--- src/rtl/frame_swap_controller.sv ---
// Double-buffer swap controller: the processor draws into the back buffer;
// on vblank after the processor reports a finished frame, the back buffer is
// copied word-by-word into the front buffer. The processor is then
// acknowledged with a 4-phase swap/done handshake.
module frame_swap_controller #(
  parameter  int NUMBER_COLORS = 9,
  parameter  int PIXELS        = 76800,
  localparam int CW            = $clog2(NUMBER_COLORS) + 1,
  localparam int AW            = $clog2(PIXELS)
) (
  input  logic          CLOCK_50,
  input  logic          resetn,
  input  logic          enable,
  input  logic          trigger,
  input  logic          done,
  input  logic          proc_we,
  input  logic [AW-1:0] proc_waddr,
  input  logic [CW-1:0] proc_din,
  output logic          swap,
  output logic          busy,
  output logic          bb_we,
  output logic [AW-1:0] bb_waddr,
  output logic [CW-1:0] bb_din,
  output logic [AW-1:0] bb_raddr,
  input  logic [CW-1:0] bb_rdata,
  output logic          fb_we,
  output logic [AW-1:0] fb_waddr,
  output logic [CW-1:0] fb_din,
  output logic          select,
  output logic [7:0]    frame_count
);

  typedef enum logic [1:0] {DRAW, ARMED, COPY, ACK} state_t;

  localparam logic [AW:0]   PIX  = (AW+1)'(PIXELS);
  localparam logic [AW-1:0] LAST = AW'(PIXELS - 1);

  state_t        state, nxt;
  logic          trig_q;
  logic          fe;
  logic          drain;   // last read issued; one cycle left to write it out
  logic [AW-1:0] counter;

  assign fe = trig_q & ~trigger;

  // State register
  always_ff @(posedge CLOCK_50 or negedge resetn) begin
    if (!resetn) state <= DRAW;
    else         state <= nxt;
  end

  // Next-state logic; in ARMED a withdrawn enable/done wins over vblank
  always_comb begin
    nxt = state;
    case (state)
      DRAW:    if (done && enable)     nxt = ARMED;
      ARMED:   if (!enable || !done)   nxt = DRAW;
               else if (fe)            nxt = COPY;
      COPY:    if (drain)              nxt = ACK;
      ACK:     if (!done)              nxt = DRAW;
      default:                         nxt = DRAW;
    endcase
  end

  // Outputs decoded from state; processor writes pass straight through in DRAW
  always_comb begin
    bb_we    = (state == DRAW) & proc_we & ({1'b0, proc_waddr} < PIX);
    bb_waddr = proc_waddr;
    bb_din   = proc_din;
    busy     = (state != DRAW);
    select   = (state == COPY);
    swap     = (state == ACK);
  end

  // Copy datapath: counter stalls at the last address while the drain write
  // completes, so no out-of-range address ever reaches either buffer
  always_ff @(posedge CLOCK_50 or negedge resetn) begin
    if (!resetn) begin
      trig_q      <= 1'b0;
      counter     <= '0;
      drain       <= 1'b0;
      fb_we       <= 1'b0;
      fb_waddr    <= '0;
      frame_count <= '0;
    end else begin
      trig_q <= trigger;
      if (state == ARMED && nxt == COPY) begin
        counter <= '0;
        drain   <= 1'b0;
      end else if (state == COPY && !drain) begin
        if (counter == LAST) drain   <= 1'b1;
        else                 counter <= counter + 1'b1;
      end
      fb_we    <= (state == COPY) && !drain;
      fb_waddr <= counter;
      if (state == COPY && drain) frame_count <= frame_count + 8'd1;
    end
  end

  assign bb_raddr = counter;
  assign fb_din   = fb_we ? bb_rdata : '0;

endmodule

--- config.mk ---
export PLATFORM = sky130hd
export DESIGN_NAME = frame_swap_controller
export DESIGN_NICKNAME = d
export VERILOG_FILES = /design/src/rtl/frame_swap_controller.sv
export SDC_FILE = /design/constraint.sdc
export NUM_CORES = 1
export LEC_CHECK = 0
export ABC_AREA = 1
export CORE_MARGIN = 4
export CORE_UTILIZATION = 45
export DETAILED_ROUTE_END_ITERATION = 10
export HOLD_SLACK_MARGIN = 0.12
export PLACE_DENSITY = 0.83
export SLEW_MARGIN = 20
export SYNTH_ARGS = -nofsm -noshare
export SYNTH_HDL_FRONTEND = slang
export SYNTH_SLANG_ARGS = --single-unit
--- constraint.sdc ---
create_clock -name CLOCK_50 -period 2.82 [get_ports CLOCK_50]
set_clock_uncertainty 0.15 [all_clocks]
set_input_delay 0.846 -clock CLOCK_50 [delete_from_list [all_inputs] [get_ports CLOCK_50]]
set_output_delay 0.846 -clock CLOCK_50 [all_outputs]
set_load 0.01 [all_outputs]
Yosys cells after proc, flatten, opt, wreduce, memory -nomap -nowiden. Cells that the tools add are included.

Add/subtract/negate cells: 2. Magnitude comparators: 1. Equality and inequality tests: 6. Mux-type cells: 13. Bitwise logic cells: 4. Reductions and logical operators: 14.

Operator list (number): $mux W17 (3); $add A17 B1 Y17 const B (1); $eq A17 B17 Y1 const B (1); $lt A17 B17 Y1 const B (1); $mux W2 (5); $add A8 B1 Y8 const B (1); $pmux W2 S4 (1); $eq A2 B2 Y1 const B (3); $reduce_bool A2 Y1 (3); $mux W5 (1); $logic_and A1 B1 Y1 (4); $reduce_and A2 Y1 (2); $and A1 B1 Y1 (3); $logic_not A1 Y1 (3); $mux W1 (3); $eq A2 B1 Y1 const B (1); $logic_not A2 Y1 (1); $ne A2 B2 Y1 const B (1); $logic_or A1 B1 Y1 (1); $not A1 Y1 (1).

Register bits after elaboration: 47. Input port bits: 33. Output and inout bits: 74. Logic and storage cells: 47.

Logic depth before layout (Yosys ltp).
Depth in word-level cells: 9. Mapped depth: 10. Depth with buffers taken out: 9.

Worst setup path before layout. OpenSTA, ideal clock, no wires.

Path type: input-to-output. From: input port proc_waddr[10]. To: output port bb_we. Arrival time: 1.312 ns. Data required time: 1.824 ns. Setup slack: 0.512 ns. Cell stages on the path: 5. Buffers on the path: 0. Cells stage by stage: nand2_1 -> inv_1 -> o21ai_0 -> nand2_1 -> a21oi_1.

Longest elaborated chain between the ends: 2.

RTL lines: start, declared (RTL line 17) `input logic [AW-1:0] proc_waddr,`; $lt A17 B17 Y1 (RTL line 67) `bb_we = (state == DRAW) & proc_we & ({1'b0, proc_waddr} < PIX);`; $and A1 B1 Y1 (RTL line 67); end, declared (RTL line 21) `output logic bb_we,`.

Every way passes these cells.

Worst setup path in the final report.
From: input port proc_waddr[15]. To: output port bb_we.

Same word-level chain as after synthesis.

==> summary.txt <==
Worst setup path
  • Worst Setup Start Kind: primary input
  • Reg2reg setup slack: a little over 0.8 ns
  • FF-to-FF path depth: 9
  • Maximum fanout along the worst path: 2
  • Critical Path AT: 1.68 ns
  • Critical setup path kind: primary input to primary output
  • Crit-path slowest cell: clkdlybuf4s50_1
  • Critical path required time: ~1.8 ns
  • Critical R2R Launch: bb_raddr[0]
  • Worst path cell trace: clkdlybuf4s50_1 > nor2_1 > nand2_1 > a21oi_2 > buf_2
  • Crit end category: primary output
  • Slowest cell delay on critical path: slightly above 0.4 ns
  • Worst setup endpoint: bb_we
  • Worst setup path start: proc_waddr[15]
  • Capturing point of the worst reg2reg path: bb_raddr[9]

Routing
  • DR vias: around 2000
  • Routed Wire Length: roughly 5.1 mm
  • First-pass iteration count of the detailed router: 4
  • Vias per cell: roughly 4.8
  • Post-route antenna net violation count: 0
  • 1st-iter DRT viols: 90
  • Drc violations: 0
  • Wire per inst: 12.3 µm

Clock tree
  • TritonCTS buffer count: 5
  • Clock Latency Late Sink: about 0.30 ns
  • Post-CTS Repair Setup Buffers: 0
  • H-tree levels: 2
  • Sink Count: 47
  • CTS tree: done
  • Max clock buf depth: 2
  • Root Buffer: clkbuf_8
  • Reg clk slew, reported paths: 0.09 ns

STA
  • Final hold violation count: 0
  • Final Slew Violations: 0
  • Setup TNS: 0 ns
  • Least-Margin Pin Slew: just over 0.5 ns
  • Maximum clock frequency: 0.373 GHz
  • Worst rel slew slack: 66.2%
  • Tmin final: 2.68 ns
  • Ratio of final minimum period to clock period: between 90% and 100%
  • RSZ-0062 raised after global routing: false
  • # setup viols final: 0

Layout
  • Antenna fix cells: 0
  • Final Non-Filler Cells: about 410
  • Nets: between 300 and 400
  • Ratio of cells with drive above 1 in the final layout: approximately 6.7%
  • Area grow syn2layout: 33.1%
  • FF/Latch Area: 1180 µm²
  • Area of the multi-input gates: roughly 900 µm²
  • FILL cells: 448

Synthesis
  • Net count after synthesis: around 320
  • Synth warn: 0
  • Distinct cell type count after synthesis: 24
  • Synth Register Bits: between 40 and 50
  • Syn Area/Cell: 8.44 µm²
  • Seq/Total Area, Yosys: between 40% and 50%
  • Post-synthesis cell area: roughly 2400 µm²
  • Post-synthesis instance total: 281

GRT
  • First-pass GRT wire length: ~8.5 mm
  • Initial antenna violation count: 0
  • GRT Overall Usage: 16.9%
  • Gr ovfl total: 0
  • Largest net degree at the start of global routing: 24
  • Vias in the first global route: 1916

Status
  • Status: finished clean

Place
  • Detailed Place HPWL: 3.85 mm
  • Inst Count DP: about 410
  • Port Buffers: 76
  • Global placer's final weighted congestion: approximately 0.82

Die
  • Core Box Area: 5110 µm²
  • Die Y: around 80 µm
  • Initial Util: between 40 and 50%
  • Row cnt: 26
  • Die width: around 80 µm
  • Total Die Area: 6500 µm²
  • I/O Pins: approximately 110

Worst hold path
  • HP Class: primary input to asynchronous set/reset pin

Power and ir drop
  • Pwr per Cell Area: approximately 660 nW/µm²
  • Leakage power: 1.55 nW
  • Power consumption: just over 2 mW
  • Maximum vdd drop: approximately 290 µV

Run
  • Max Cap Viol: 0
-- what timing repair did --
action / CTS / global route
hold buffers: 0 / 0
gates resized for setup: 16 / 5
pin swaps: 0 / 3
setup endpoints to repair: 13 / 1
-- worst max-delay path, delay by kind of cell --
kind / cells / cell delay [ns]
buffers and inverters: 2 / 0.55
AOI/OAI and AO/OA: 1 / 0.12
and+or+nand+nor: 2 / 0.17
-- final cells by class --
cell class,count,area share (%)
clock inverter,3,1.47
tap,70,2.77
multi-input combinational,180,28.6
inverter,29,3.45
clock buffer,5,2.18
sequential,47,37.3
timing repair buffer,79,24.3
-- registers in the layout, indices dropped and copies added, names as in the netlist --
signal,cells
fb_we,1
bb_raddr,17
drain,1
fb_waddr,17
state,2
trig_q,1
frame_count,8
-- worst min-delay path by stage --
stage	start	endpoint	slack, ns	cells past startpoint
2_1_floorplan	bb_raddr[15]	fb_waddr[15]	0.34	0
3_5_place_dp	bb_raddr[15]	fb_waddr[15]	0.30	0
6_report	resetn	frame_count[3]	0.23	1
3_3_place_gp	bb_raddr[16]	fb_waddr[16]	0.31	0
4_1_cts	resetn	frame_count[3]	0.23	1
5_1_grt	resetn	frame_count[3]	0.22	1
-- per-stage QoR --
step           instance area (µm²)  worst slack (ns)  hold slack [ns]  utilization [%]
2_1_floorplan                 2370             0.512            0.335                -
6_report                      3160             0.142            0.231             61.8
3_3_place_gp                  3050            -0.405            0.307             59.7
5_1_grt                       3160            0.0508            0.225             61.8
4_1_cts                       3150           -0.0270            0.231             61.6
3_5_place_dp                  3050            -0.451            0.302             59.7
-- routing by layer --
| metal | GRT usage, % | routed length, µm | part of all wire (%) |
|---|---|---|---|
| met2 | 28.7 | 2350 | 46 |
| met4 | 5.74 | 75 | 1.5 |
| met5 | 0 | 0 | 0 |
| met1 | 20.2 | 2110 | 42 |
| met3 | 5.16 | 528 | 10 |
-- power breakdown --
part | total, mW | internal (mW) | switching, mW
Combinational | 0.679 | 0.342 | 0.337
Clock | 0.496 | 0.267 | 0.229
Sequential | 0.902 | 0.784 | 0.117
Total | 2.08 | 1.39 | 0.684
-- cells in the mapped netlist --
master,instances,area [µm²]
a21oi_1,2,10.0
a31oi_1,1,6.26
buf_4,23,173
buf_6,1,11.3
clkbuf_1,1,3.75
dfrtp_1,47,1180
ha_1,2,25.0
inv_1,29,109
mux2_2,1,11.3
nand2_1,91,342
nand2_2,1,6.26
nand3_1,16,80.1
nand3_2,1,10.0
nand3b_1,2,15.0
nand4_1,14,87.6
nor2_1,25,93.8
nor2_2,2,12.5
nor2_4,3,33.8
nor2_8,1,20.0
o2111ai_1,1,8.76
o21ai_0,2,10.0
o21bai_1,3,22.5
xnor2_1,6,52.6
xor2_1,6,52.6
-- cell usage in the layout (no fill, tap or decap) --
| cell type | count |
|---|---|
| nor2_4 | 3 |
| dlymetal6s2s_1 | 3 |
| bufinv_16 | 1 |
| nand3_2 | 1 |
| nor2_1 | 25 |
| xor2_1 | 6 |
| mux2_2 | 1 |
| nor2_2 | 2 |
| dfrtp_1 | 47 |
| nor2_8 | 1 |
| nand2_2 | 1 |
| inv_6 | 1 |
| a21oi_1 | 1 |
| clkdlybuf4s50_1 | 59 |
| inv_1 | 29 |
| clkinvlp_4 | 1 |
| clkbuf_8 | 5 |
| nand4_1 | 14 |
| a31oi_1 | 1 |
| o21bai_1 | 3 |
| buf_4 | 3 |
| o21ai_1 | 1 |
| o2111ai_1 | 1 |
| nand2_1 | 91 |
| nand3_1 | 16 |
| a21oi_2 | 1 |
| ha_1 | 2 |
| buf_2 | 2 |
| dlygate4sd2_1 | 12 |
| nand3b_1 | 2 |
| o21ai_0 | 1 |
| xnor2_1 | 6 |
-- logic make-up (layout without fill, tap and decap cells) --
family / count (synthesis) / after routing / synth area share (%)
flip-flops: 47 / 47 / 49.6
buffers and inverters: 54 / 116 / 12.5
AO/OA/AOI/OAI: 9 / 9 / 2.43
multiplexers: 1 / 1 / 0.475
AND/OR/NAND/NOR: 156 / 156 / 29.5
adder cells (fa/ha/maj): 2 / 2 / 1.05
XOR/XNOR: 12 / 12 / 4.43
(Power assumes the default switching activity.)
